===== config.mk =====
export PLATFORM = sky130hd
export DESIGN_NAME = mgmt_i2c_event_xfer
export DESIGN_NICKNAME = d
export VERILOG_FILES = /design/src/rtl/mgmt_i2c_event_xfer.sv
export SDC_FILE = /design/constraint.sdc
export NUM_CORES = 1
export LEC_CHECK = 0
export CAP_MARGIN = 20
export CORE_UTILIZATION = 40
export DETAILED_ROUTE_END_ITERATION = 12
export PLACE_DENSITY = 0.65
export SLEW_MARGIN = 20
export SYNTH_ARGS = -nofsm -noshare
export SYNTH_HDL_FRONTEND = slang
export SYNTH_SLANG_ARGS = --single-unit

===== constraint.sdc =====
create_clock -name clk -period 3.3 [get_ports clk]
set_input_delay 0.66 -clock clk [delete_from_list [all_inputs] [get_ports clk]]
set_output_delay 0.66 -clock clk [all_outputs]
set_load 0.01 [all_outputs]

===== src/rtl/mgmt_i2c_event_xfer.sv =====
// Operational-frame side of the I2C/SMBus tunnel.
// TX: buffers nonzero relay event codes in per-channel FIFOs and hands one
// event per channel to each outgoing operational frame.
// RX: forwards nonzero per-channel event codes of CRC-valid received frames
// to the relays as one-cycle strobes; counts CRC-failed frames.
module mgmt_i2c_event_xfer #(
  parameter int NUM_OF_SMBUS_DEV = 6,
  parameter int FIFO_DEPTH       = 4
) (
  input  logic        clk,
  input  logic        reset_n,
  input  logic        link_operational,
  input  logic [5:0]  soft_i2c_channel_rst,
  input  logic [23:0] relay_event_i,
  input  logic [5:0]  relay_event_vld_i,
  input  logic        frame_tx_req,
  output logic [23:0] frame_i2c_o,
  input  logic        frame_rx_vld,
  input  logic        frame_rx_crc_ok,
  input  logic [23:0] frame_i2c_i,
  output logic [23:0] relay_event_o,
  output logic [5:0]  relay_event_vld_o,
  output logic [5:0]  tx_fifo_overflow,
  output logic [15:0] rx_drop_cnt
);

  // Pointer index width; one extra MSB separates full from empty.
  localparam int AW = (FIFO_DEPTH > 1) ? $clog2(FIFO_DEPTH) : 1;
  localparam logic [AW:0] PTR_ONE = 1;

  logic        w_rx_acc;
  logic        w_rx_bad;
  logic [15:0] r_rx_drop_cnt;

  // Received frames are only meaningful while the link is operational.
  assign w_rx_acc = link_operational & frame_rx_vld & frame_rx_crc_ok;
  assign w_rx_bad = link_operational & frame_rx_vld & ~frame_rx_crc_ok;

  // Saturating count of frames discarded for CRC error; kept across link drops.
  always_ff @(posedge clk or negedge reset_n) begin
    if (!reset_n) begin
      r_rx_drop_cnt <= 16'h0000;
    end else if (w_rx_bad && (r_rx_drop_cnt != 16'hFFFF)) begin
      r_rx_drop_cnt <= r_rx_drop_cnt + 16'd1;
    end
  end

  assign rx_drop_cnt = r_rx_drop_cnt;

  genvar ch;
  generate
    for (ch = 0; ch < 6; ch++) begin : g_ch
      if (ch < NUM_OF_SMBUS_DEV) begin : g_act
        logic [3:0]  r_mem [FIFO_DEPTH];
        logic [AW:0] r_wptr;
        logic [AW:0] r_rptr;
        logic [3:0]  r_tx_evt;
        logic [3:0]  r_rx_evt;
        logic        r_rx_vld;
        logic        r_ovf;
        logic [3:0]  w_code;
        logic [3:0]  w_rx_code;
        logic        w_srst;
        logic        w_empty;
        logic        w_full;
        logic        w_push_req;
        logic        w_pop;
        logic        w_push;

        assign w_code    = relay_event_i[4*ch +: 4];
        assign w_rx_code = frame_i2c_i[4*ch +: 4];
        assign w_srst    = soft_i2c_channel_rst[ch];
        assign w_empty   = (r_wptr == r_rptr);
        assign w_full    = (r_wptr[AW] != r_rptr[AW]) &&
                           (r_wptr[AW-1:0] == r_rptr[AW-1:0]);

        // IDLE codes are never queued; channel reset and link-down win over traffic.
        assign w_push_req = link_operational & ~w_srst & relay_event_vld_i[ch] &
                            (w_code != 4'h0);
        // Emptiness is judged before this cycle's push, so a same-cycle push
        // into an empty FIFO waits for the next frame.
        assign w_pop      = link_operational & ~w_srst & frame_tx_req & ~w_empty;
        // A full FIFO still accepts a push when the head leaves in the same cycle.
        assign w_push     = w_push_req & (~w_full | w_pop);

        // Event storage; contents are don't-care while the pointers say empty.
        always_ff @(posedge clk) begin
          if (w_push) begin
            r_mem[r_wptr[AW-1:0]] <= w_code;
          end
        end

        // FIFO pointers; flush by collapsing both to zero.
        always_ff @(posedge clk or negedge reset_n) begin
          if (!reset_n) begin
            r_wptr <= '0;
            r_rptr <= '0;
          end else if (!link_operational || w_srst) begin
            r_wptr <= '0;
            r_rptr <= '0;
          end else begin
            if (w_push) begin
              r_wptr <= r_wptr + PTR_ONE;
            end
            if (w_pop) begin
              r_rptr <= r_rptr + PTR_ONE;
            end
          end
        end

        // Outgoing frame field: refreshed on each frame request, held otherwise.
        always_ff @(posedge clk or negedge reset_n) begin
          if (!reset_n) begin
            r_tx_evt <= 4'h0;
          end else if (!link_operational || w_srst) begin
            r_tx_evt <= 4'h0;
          end else if (frame_tx_req) begin
            r_tx_evt <= w_pop ? r_mem[r_rptr[AW-1:0]] : 4'h0;
          end
        end

        // Sticky overflow: set when a push is dropped, cleared only by channel reset.
        always_ff @(posedge clk or negedge reset_n) begin
          if (!reset_n) begin
            r_ovf <= 1'b0;
          end else if (w_srst) begin
            r_ovf <= 1'b0;
          end else if (w_push_req && w_full && !w_pop) begin
            r_ovf <= 1'b1;
          end
        end

        // RX delivery: code held until the next accepted event, strobe for one cycle.
        always_ff @(posedge clk or negedge reset_n) begin
          if (!reset_n) begin
            r_rx_evt <= 4'h0;
            r_rx_vld <= 1'b0;
          end else if (w_srst) begin
            r_rx_evt <= 4'h0;
            r_rx_vld <= 1'b0;
          end else if (w_rx_acc && (w_rx_code != 4'h0)) begin
            r_rx_evt <= w_rx_code;
            r_rx_vld <= 1'b1;
          end else begin
            r_rx_vld <= 1'b0;
          end
        end

        assign frame_i2c_o[4*ch +: 4]   = r_tx_evt;
        assign relay_event_o[4*ch +: 4] = r_rx_evt;
        assign relay_event_vld_o[ch]    = r_rx_vld;
        assign tx_fifo_overflow[ch]     = r_ovf;
      end else begin : g_idle
        // Unpopulated channel: no storage, outputs permanently idle.
        assign frame_i2c_o[4*ch +: 4]   = 4'h0;
        assign relay_event_o[4*ch +: 4] = 4'h0;
        assign relay_event_vld_o[ch]    = 1'b0;
        assign tx_fifo_overflow[ch]     = 1'b0;
      end
    end
  endgenerate

endmodule


# Word level (Yosys, flattened, before mapping)
# Memory sizes are Yosys's and may differ from the RTL's.
# Index checks and enable logic that the tools add are counted.
[classes]
bitwise_logic = 64
eq_ne = 19
n_reduce_logical = 80
n_addsub = 13
muxes = 90
[op_table]
columns = ["op", "n"]
rows = [
  ["$mux W4", 30],
  ["$mux W3", 24],
  ["$reduce_bool A2 Y1", 30],
  ["$reduce_bool A4 Y1", 12],
  ["$and A1 B1 Y1", 39],
  ["$add A3 B1 Y3 const B", 12],
  ["$mux W1", 36],
  ["$logic_and A1 B1 Y1", 25],
  ["$not A1 Y1", 19],
  ["$eq A3 B3 Y1", 6],
  ["$add A16 B1 Y16 const B", 1],
  ["$ne A16 B16 Y1 const B", 1],
  ["$eq A2 B2 Y1", 6],
  ["$logic_not A1 Y1", 7],
  ["$logic_or A1 B1 Y1", 6],
  ["$ne A1 B1 Y1", 6],
  ["$or A1 B1 Y1", 6],
]
[totals]
ff_bits = 112
n_memories = 6
ramBits = 96
elab_cells = 309
input_bits = 66
[memory_table]
columns = ["name", "words", "word_bits", "rd", "rd_clocked_by_memory_dff", "wr", "line_no", "text"]
rows = [
  ["g_ch[0].g_act.r_mem", 4, 4, 1, 0, 1, "54", "logic [3:0] r_mem [FIFO_DEPTH];"],
  ["g_ch[1].g_act.r_mem", 4, 4, 1, 0, 1, "54", ""],
  ["g_ch[2].g_act.r_mem", 4, 4, 1, 0, 1, "54", ""],
  ["g_ch[3].g_act.r_mem", 4, 4, 1, 0, 1, "54", ""],
  ["g_ch[4].g_act.r_mem", 4, 4, 1, 0, 1, "54", ""],
  ["g_ch[5].g_act.r_mem", 4, 4, 1, 0, 1, "54", ""],
]

# Logic depth before layout (Yosys ltp)
[logic_depth]
depth_word = 8
depth_mapped = 6
mapped_depth_nobuf = 5

# Least setup slack after synthesis
# Ideal clock, no wire load.
[synth_timing]
path_type = "input -> register"
start = "input frame_tx_req"
end = "memory g_ch[4].g_act.r_mem[0][0], enable pin"
arrival_time_ns = 1.734
required_ns = 2.991
stages = 5
slack_ns = 1.257
cell_sequence = "clkbuf_1 > nand3b_1 > and4b_1 > nor2_1 > and2_1"
[synth_between]
elab_chain_len = 6
[synth_rtl]
columns = ["element", "line_no", "text"]
rows = [
  ["start, declared", "16", "input logic frame_tx_req,"],
  ["$and A1 B1 Y1 (2 in a row)", "82", "assign w_pop = link_operational & ~w_srst & frame_tx_req & ~w_empty;"],
  ["$or A1 B1 Y1", "84", "assign w_push = w_push_req & (~w_full | w_pop);"],
  ["$and A1 B1 Y1", "84", ""],
  ["$mux W1", "88", "if (w_push) begin"],
  ["$mux W1 (not written as such)", "89", "r_mem[r_wptr[AW-1:0]] <= w_code;"],
  ["end, declared", "54", ""],
]
# No other way between the ends.

# Worst setup path after layout
[layout_timing]
start = "input frame_tx_req"
end = "memory g_ch[0].g_act.r_mem[2][1], enable pin"
[layout_between]
elab_chain_len = 6
[layout_rtl]
columns = ["element", "line_no"]
rows = [
  ["$and A1 B1 Y1 (2 in a row)", "82"],
  ["$or A1 B1 Y1", "84"],
  ["$and A1 B1 Y1", "84"],
  ["$mux W1", "88"],
  ["$mux W1 (not written as such)", "89"],
  ["end, declared", "54"],
]
# No other way between the ends.

==> impl_results.md <==
- Result of the run: completed
- Category of the most critical setup path: in -> reg
- Layout cells sized above 1: 10.8%
- Die height: approximately 150 µm
- Final worst clock skew: 0.00637 ns
- Initial Utilization: ~40%
- Required time of the critical path: ~3.5 ns
- RD Place Congestion: 0.783
- Worst hold-check slack: ~0.16 ns
- CTS tree: done
- Latest clock arrival within the worst-skew pair: 0.50 ns
- Area occupied by multi-input gates: approximately 0.0033 mm²
- Post-synth top area share: between 30% and 40%
- Overall overflow remaining after global route: 0
- Number of antenna diodes: 0
- Net switching share of the total power: 22.1%
- Die X: 155 µm
- Switch Pwr: 1350 µW
- Unrepaired setup endpoints after global routing: false
- Most common library cell in the layout ignoring fill and taps: clkdlybuf4s50_1
- Buffers on Ports: 141
- Proportion of power drawn by combinational gates: between 7 and 8%
- Total track usage: 17.5%
- Async SR Flop Fraction: a little over half
- PostCTS Resize Cnt: 0
- Clock share of power: a little under half
- CP arrival: 2.67 ns
- Count of hold buffers inserted by post-cts repair: 0
- Count of endpoints failing hold in the final timing report: 0
- Count of final setup violators: 0
- Max VDD drop: around 0.26 mV
- Setup WS pre-CTS: about 0.31 ns
- Worst hold path type: in -> async
- Final antenna-violating net count: 0
- Nature of the critical path startpoint: input pin
- # DRC: 0
- Element type at the critical path end: flip-flop
- Met1 Routed Length: 9200 µm
- Total via count in the routed design: 5,971
- Final sum of negative setup slack: 0 ns
- Distinct cell type count of the synthesized netlist: 55
- Synthesized Nets: around 800
- Cell area after technology mapping: 0.00935 mm²
- Remaining max-slew budget at the tightest pin: around three fifths
- Top-level I/O count: roughly 140
- Fraction of power consumed by sequential logic: 46.8%
- Number of maximum-capacitance violations: 0
- Leading cell types in the layout, fill and taps excluded: 140 x clkdlybuf4s50_1, 112 x dfrtp_1, 96 x edfxtp_1, 52 x nand2_1, 40 x inv_1
- Buffer cell driving the clock tree root: clkbuf_16
- Buffers from clock root to sink, at most: 3
- First-pass GRT wire length: roughly 33,000 µm
- Area overhead of the layout relative to synthesis: 27.0%
- Count of warnings emitted by yosys: 0
- Register area: between 0.005 and 0.006 mm²
- Inserted Clock Buffers: 23
- Drt pass-1 iters: 6
- Gate Count Post-Synth: 707
- Pin count of the biggest net entering global routing: 72
- Flip-flop and latch count after synthesis: ~210
- Floorplan die area: approximately 0.024 mm²
- Top cells by area, synth: edfxtp_1 31%, dfrtp_1 30%, mux4_2 5.8%, ha_1 4.1%, xnor2_1 2.8%
- Post-CTS setup buffer count: 0
- Post-synth top area cell: edfxtp_1
- Fill cells: roughly 2,000
- CTS H-tree lvls: 1
- Main flop type after synthesis: dfrtp_1
- Period utilisation layout: 75.3%
- Post-Route WL: 20,400 µm
- Antenna violations before repair: 0
- Routed length per placed instance: about 17 µm
- Uppermost layer routed: met4
- Highest net fanout along the worst path: 10
- Total placed instance area: between 0.01 and 0.015 mm²
- Area of the core: 0.0228 mm²
- Lkg Pwr: about 0.0046 µW
- Worst-Margin Slew: around 0.58 ns
- Per-instance average area after synthesis: 13.2 µm²
- Final design utilization: 52.1%
- Least setup slack across all paths after layout: approximately 0.82 ns
- Ratio of routed vias to standard cells: 5.06
- Total count of max-transition violations in the final report: 0
- PD cells: between 500 and 600 mW/mm²
- Clock Sink Count: 208
- Number of placement rows: 55
- Number of global-route vias before repair: around 6,100
- Maximum operating frequency: just over 400 MHz
- Total number of nets in the final design: about 950
- Detailed Place HPWL: around 15,000 µm
- DRC marker count from the first detailed-route iteration: 256
- Clock transition time at the flip-flop clock pins of the worst setup and hold paths: roughly 0.060 ns
- Internal power component: between 4000 and 5000 µW
- Post-Layout Inst Area: between 0.01 and 0.015 mm²
- Met3 wire length: 1100 µm
- Number of flops mapped to enable cells by yosys: 96
- Clock period minus final worst setup slack: roughly 2.5 ns
- Register area share after synthesis: 60.8%
- Wire length on met2: between 9000 and 10,000 µm
==> cell families after synthesis <==
| group | after synthesis | share of synthesized area [%] |
|---|---|---|
| mux | 33 | 6.76 |
| buf+inv | 71 | 3.67 |
| compound gates | 101 | 7.68 |
| flops | 208 | 60.8 |
| simple gates | 220 | 12.8 |
| xor+xnor | 43 | 4.11 |
| fa+ha+maj | 31 | 4.15 |
==> stage by stage <==
step,total power (µW),cells
final,6130,1180
after global routing,6350,1180
after CTS,6200,1180
after detailed placement,3400,1139
after global placement,3400,1139
after floorplan,3090,707
==> synth_stat cells (2+ instances only) <==
master	number
nor4_1	7
a311o_1	4
a31o_2	2
nand3b_1	2
xnor2_1	30
o21ai_1	4
a31oi_1	8
and4_1	2
buf_6	2
nor2_1	37
nor3_1	8
o31ai_2	4
a22o_1	24
and3_1	20
ha_1	31
and2_1	10
nand2b_1	6
inv_1	40
o21ai_0	32
nand3_1	35
or4_1	6
o31ai_1	2
clkbuf_2	3
o2111a_1	4
mux2i_1	8
nor3_2	4
o2111ai_1	4
clkbuf_1	5
nand4_1	9
buf_2	7
and3_4	5
edfxtp_1	96
nand2_1	52
a21oi_1	10
mux4_2	24
nor2b_1	7
dfrtp_1	112
xor2_1	12
buf_4	13
==> worst paths after layout <==
check	start	end	slack [ns]	cells past startpoint
setup reg to reg	g_ch[1].g_act.r_rptr[0]	g_ch[1].g_act.r_mem[0][3]	1.42	3
setup / recovery	frame_tx_req	g_ch[0].g_act.r_mem[2][1]	0.82	5
hold reg to reg	g_ch[1].g_act.r_tx_evt[3]	g_ch[1].g_act.r_tx_evt[3]	0.47	2
hold / removal	reset_n	g_ch[2].g_act.r_rx_vld	0.16	1
min in group clk	g_ch[1].g_act.r_tx_evt[3]	g_ch[1].g_act.r_tx_evt[3]	0.47	2
max in group asynchronous	reset_n	g_ch[3].g_act.r_wptr[1]	2.34	2
==> state kept, by name, summed over array words and instances, names as in the netlist <==
| name | cells |
|---|---|
| g_ch.g_act.r_mem | 96 |
| g_ch.g_act.r_rx_vld | 6 |
| g_ch.g_act.r_wptr | 18 |
| g_ch.g_act.r_ovf | 6 |
| g_ch.g_act.r_tx_evt | 24 |
| g_ch.g_act.r_rptr | 18 |
| g_ch.g_act.r_rx_evt | 24 |
| rx_drop_cnt | 16 |
==> per-layer routing <==
metal,vias to the layer above,track usage [%]
met2,138,29.0
li1,2879,-
met5,-,0
met3,28,2.90
met4,0,4.24
met1,2926,24.2
==> power by group through the flow <==
stage | sequential (µW) | clock (µW) | combinational (µW)
6_report | 2860 | 2780 | 480
4_1_cts | 2870 | 2840 | 489
3_3_place_gp | 2920 | 0 | 484
2_1_floorplan | 2910 | 0 | 181
5_1_grt | 2880 | 2950 | 528
3_5_place_dp | 2920 | 0 | 487
==> critical path, stage by stage <==
cell and delay [ns]:
clkdlybuf4s50_1 0.78, nand2_1 0.20, buf_4 0.21, o2111ai_1 0.45, and3_1 0.37
==> area by class of cell <==
cell class | count | share of cell area [%]
Clock inverter | 15 | 1.96
Tap cell | 313 | 3.30
Sequential cell | 208 | 47.9
Timing Repair Buffer | 150 | 12.7
Clock buffer | 26 | 4.95
Multi-Input combinational cell | 428 | 28.0
Inverter | 40 | 1.27
No activity file was read; power rests on OpenSTA's default activity.
==> RTL edit 1 (config.mk and constraints unchanged) <==
Put a register stage on the output `tx_fifo_overflow`, without a reset. The value now appears one clock later. The other outputs are not delayed to match.
--- a/src/rtl/mgmt_i2c_event_xfer.sv
+++ b/src/rtl/mgmt_i2c_event_xfer.sv
@@ -27,6 +27,8 @@
   // Pointer index width; one extra MSB separates full from empty.
   localparam int AW = (FIFO_DEPTH > 1) ? $clog2(FIFO_DEPTH) : 1;
   localparam logic [AW:0] PTR_ONE = 1;
+
+  logic [5:0] tx_fifo_overflow_d;
 
   logic        w_rx_acc;
   logic        w_rx_bad;
@@ -149,16 +151,20 @@
         assign frame_i2c_o[4*ch +: 4]   = r_tx_evt;
         assign relay_event_o[4*ch +: 4] = r_rx_evt;
         assign relay_event_vld_o[ch]    = r_rx_vld;
-        assign tx_fifo_overflow[ch]     = r_ovf;
+        assign tx_fifo_overflow_d[ch]     = r_ovf;
       end else begin : g_idle
         // Unpopulated channel: no storage, outputs permanently idle.
         assign frame_i2c_o[4*ch +: 4]   = 4'h0;
         assign relay_event_o[4*ch +: 4] = 4'h0;
         assign relay_event_vld_o[ch]    = 1'b0;
-        assign tx_fifo_overflow[ch]     = 1'b0;
+        assign tx_fifo_overflow_d[ch]     = 1'b0;
       end
     end
   endgenerate
 
+  always_ff @(posedge clk) begin
+    tx_fifo_overflow <= tx_fifo_overflow_d;
+  end
+
 endmodule
 
Formal check against the unedited RTL: not equivalent (a bounded check fails within 10 cycles, from zero or initial values and one cycle with reset_n low).
==> RTL edit 1 against the original RTL <==
Combinational power fell by 8.1%. Highest routed layer unchanged. Design area rose by 1.1%. Sequential cell count rose by 6. Setup slack improved by 0.22 ns. Routed wire length fell by 4.3%. Area after synthesis rose by 0.36%. First-iteration DRC count fell by 19%. Largest power group unchanged. Via count fell by 0.97%. Total power rose by 1.7%.
==> RTL edit 1: results (changes against the original RTL) <==
| Metric | Value |
|---|---|
| R2r startpoint | g_ch[4].g_act.r_rptr[0] |
| Routed vias/inst | 5.003 (-1.1%) |
| Reg2reg end | g_ch[4].g_act.r_tx_evt[0] |
| GRT Overall Usage | 16.79% (-0.74 points) |
| Sequential share of cell area | 48.39% (+0.48 points) |
| Crit-path max cell delay | 0.61 ns (-0.17 ns) |
| Buffers excl. clock | 148 (-1.3%) |
| Main synth FF type | dfrtp_1 |
| Seq/Total Area, Yosys | 61.89% (+1.1 points) |
| # fillers | 1,985 (-0.050%) |
| R2r setup slk | 1.24 ns (-0.18 ns) |
| Number of global-route vias before repair | 6,137 (+1.1%) |
| Worst-margin pin slew | 1.068 ns (+0.4868 ns) |
| Drt wl/cell | 16.52 µm (-4.4%) |
| Sw Ratio | 21.48% (-0.58 points) |
| Area of the multi-input gates | 3263 µm² (-1.7%) |
| WP data arrival | 1.60 ns (-1.07 ns) |
| Crit path max fanout | 9 (-1) |
| Final non-clock buffer share | 12.28% (-0.37 points) |
| RD Place Congestion | 0.7744 (-1.1%) |
| Invs w/o clock | 51 (+28%) |
| Post-synth cell types | 49 (-11%) |
| Clock-cell share | 7.269% (+0.36 points) |
| Critical path startpoint | rx_drop_cnt[2] |
| Fin nets | 948 (unchanged) |
| Mapped Nets | 797 (-0.87%) |
| Share of layout cells above drive strength 1 | 11.28% (+0.44 points) |
| Worst R2R Path Depth | 3 (unchanged) |
| DR pass1 iterations | 4 (-2) |
| DPL Wire Length | 13.96 mm (-6.5%) |
| Synth top area cells | edfxtp_1 31%, dfrtp_1 30%, mux4_2 5.3% |
| Post-synth top cells | 112 x dfrtp_1, 96 x edfxtp_1, 51 x inv_1 |
| Ys async rst share | 52.34% (-1.5 points) |
| Worst VDD drop | 0.3355 mV (+27%) |
| Number of setup buffers added after CTS | 0 (unchanged) |
| Register bit total from synthesis | 214 (+2.9%) |
| First-pass GRT wire length | 32.00 mm (-2.9%) |
| DP Worst Slack | 0.5587 ns (+0.2518 ns) |
| Status | finished clean |
| Slowest library cell on the worst path | clkdlybuf4s50_1 |
| Clock buffers | 34 (+31%) |
| Multi-input combinational cell count | 412 (-3.7%) |
| TritonCTS Buffers | 24 (+4.3%) |
| Leakage power | 0.004894 µW (+5.8%) |
| Largest net degree at the start of global routing | 48 (-33%) |
| Initial antenna violation count | 0 (unchanged) |
## RTL edit 1: metal layers
layer  vias up  routed length [µm]  track usage (%)
met3        19                1164            3.733
met4         0                 230            3.772
met2       136                9480            28.44
met1      2873                8648            22.01
li1       2885                   -                -
met5         -                   0                0
## RTL edit 1: how the worst max path moves through the flow
stage | end | slack, ns
floorplan | g_ch[0].g_act.r_mem[0][0] | 1.34
detailed placement | g_ch[0].g_act.r_mem[0][1] | 0.56
global placement | g_ch[2].g_act.r_mem[1][0] | 0.61
CTS | rx_drop_cnt[2] | 1.02
finish | rx_drop_cnt[2] | 1.04
global route | g_ch[0].g_act.r_mem[1][3] | 0.93
## RTL edit 1: stage by stage
stage               instance area (µm²)  power (µW)  cells  hold slack, ns
floorplan                          9380        3136    700          0.3476
global placement                  11110        3414   1138          0.3601
detailed placement                11110        3418   1138          0.3578
CTS                               11980        6302   1182          0.1923
global route                      12000        6475   1182          0.2212
finish                            12000        6227   1182          0.1754
## RTL edit 1: worst register-to-register path: stages (launching register included)
cell	delay, ns
dfrtp_1	0.60
xor2_1	0.18
o31ai_1	0.89
o21ai_0	0.22
## RTL edit 1: cells by family (layout without fill, tap and decap cells)
family / Yosys count / after routing / share of synthesized area, %
muxes: 31 / 31 / 6.656
buffers and inverters: 74 / 243 / 3.481
AOI/OAI and AO/OA: 110 / 110 / 7.483
xor gates and xnor gates: 37 / 37 / 3.455
and+or+nand+nor: 203 / 203 / 12.90
adders and majority gates: 31 / 31 / 4.135
DFF: 214 / 214 / 61.89
## RTL edit 1: power groups by stage
stage	clock network (µW)	registers, µW	logic [µW]
global placement	0	2970	441
CTS	2930	2920	448
finish	2870	2920	441
detailed placement	0	2970	446
floorplan	0	2970	170
global route	3060	2930	488
==> RTL edit 2 (same flow settings) <==
Made on the original files. The parameter `FIFO_DEPTH` goes from 4 to 8.
--- a/src/rtl/mgmt_i2c_event_xfer.sv
+++ b/src/rtl/mgmt_i2c_event_xfer.sv
@@ -5,7 +5,7 @@
 // to the relays as one-cycle strobes; counts CRC-failed frames.
 module mgmt_i2c_event_xfer #(
   parameter int NUM_OF_SMBUS_DEV = 6,
-  parameter int FIFO_DEPTH       = 4
+  parameter int FIFO_DEPTH       = 8
 ) (
   input  logic        clk,
   input  logic        reset_n,
Function: same outputs for any inputs over 4 cycles, from zero or initial values and one cycle with reset_n low; that may be too few to reach the edited logic, so the function may still have changed.
==> RTL edit 2 against the original RTL <==
Sequential cell count is 108 higher. Total power up 47%. Count of clock-buffer cells in the layout rose by 20. Design area increased by 42%. Area after synthesis grew 46%. Routed wire length rose by 41%. Setup slack lost 0.13 ns. Synthesized cell count increased by 35%.
==> RTL edit 2: results (changes against the original RTL) <==
| Metric | Value |
|---|---|
| Crit-path max cell delay | 0.75 ns (-0.03 ns) |
| Share of layout cells above drive strength 1 | 13.82% (+3.0 points) |
| Fin nets | 1,187 (+25%) |
| Largest register FFs | 192 (+100%) |
| GR Layer Usage met1 | 23.80% (-0.37 points) |
| Total routed wirelength | 28.78 mm (+41%) |
| Crit path max fanout | 19 (+9) |
| WP data arrival | 2.75 ns (+0.08 ns) |
| EDFF count, synth | 192 (+100%) |
| Main synth FF type | edfxtp_1 |
| WL met1 | 13.35 mm (+45%) |
| CP delay by family, top | simple AND/OR/NAND/NOR gates |
| Ys async rst share | 39.24% (-15 points) |
| Leakage power | 0.006181 µW (+34%) |
| # fillers | 2,795 (+41%) |
| Post-synth top cells | 192 x edfxtp_1, 124 x dfrtp_1, 63 x nand2_1 |
| Met2 Use GR | 26.58% (-2.4 points) |
| R2r startpoint | g_ch[4].g_act.r_rptr[1] |
| NetSw | 1909 µW (+41%) |
| DR pass1 iterations | 5 (-1) |
| Critical path startpoint | link_operational |
| GR Util met3 | 3.114% (+0.22 points) |
| TritonCTS Buffers | 36 (+57%) |
| Synth top area cells | edfxtp_1 42%, dfrtp_1 23%, mux4_2 7.9% |
| DPL Wire Length | 20.27 mm (+36%) |
| Worst-margin pin slew | 0.8559 ns (+0.2745 ns) |
| Number of global-route vias before repair | 8,549 (+41%) |
| RD Place Congestion | 0.8149 (+4.1%) |
| Worst VDD drop | 0.3588 mV (+35%) |
| Worst Skew | 0.01134 ns (+0.004971 ns) |
| Slowest library cell on the worst path | nor4b_1 |
| Seq/Total Area, Yosys | 64.88% (+4.1 points) |
| Met2 wire length | 13.29 mm (+36%) |
| Largest net degree at the start of global routing | 76 (+5.6%) |
| Status | finished clean |
| H-Tree Depth | 2 (+1) |
-- RTL edit 2: cell types whose count changed after synthesis, sizes merged, moves of 12 or more --
cell    before  now
ha          31   13
mux4        24   48
buf         23   42
o21ai       36   48
o211ai       0   17
edfxtp      96  192
nor3        12   29
xor2        13   25
clkbuf       8   24
mux2i        8   42
dfrtp      112  124
and3        25    9
-- RTL edit 2: metrics by stage --
step	worst slack, ns	cells	total power, µW	util [%]
finish	0.6883	1584	9035	50.27
global route	0.4777	1584	9358	50.27
CTS	0.6841	1584	9139	50.27
detailed placement	0.1903	1518	4982	46.58
global placement	0.2857	1518	4978	46.58
floorplan	0.8926	951	4633	-
-- RTL edit 2: worst paths after layout --
path                       cells after the start  slack [ns]                        end
setup / recovery                               6        0.69  g_ch[4].g_act.r_mem[5][3]
hold / removal                                 1        0.17  g_ch[5].g_act.r_tx_evt[1]
setup reg to reg                               4        0.93  g_ch[4].g_act.r_mem[5][3]
hold reg to reg                                2        0.48  g_ch[0].g_act.r_tx_evt[0]
max in group asynchronous                      2        2.33  g_ch[1].g_act.r_tx_evt[1]
min in group clk                               2        0.48  g_ch[0].g_act.r_tx_evt[0]
-- RTL edit 2: logic make-up (layout without fill, tap and decap cells) --
kind of cell    after synthesis  in the layout  share of synthesized area, %
buf+inv                     106            291                         3.543
fa+ha+maj                    13             13                         1.190
compound gates              125            125                         6.673
xor+xnor                     51             51                         3.268
mux                          91             91                         11.09
flops                       316            316                         64.88
simple gates                249            249                         9.347
-- RTL edit 2: final cells by class --
class	count	share of cell area (%)
Clock inverter	20	1.540
Sequential cell	316	52.48
Multi-Input combinational cell	529	25.54
Inverter	40	0.8886
Tap cell	448	3.317
Clock buffer	46	5.798
Timing Repair Buffer	185	10.43
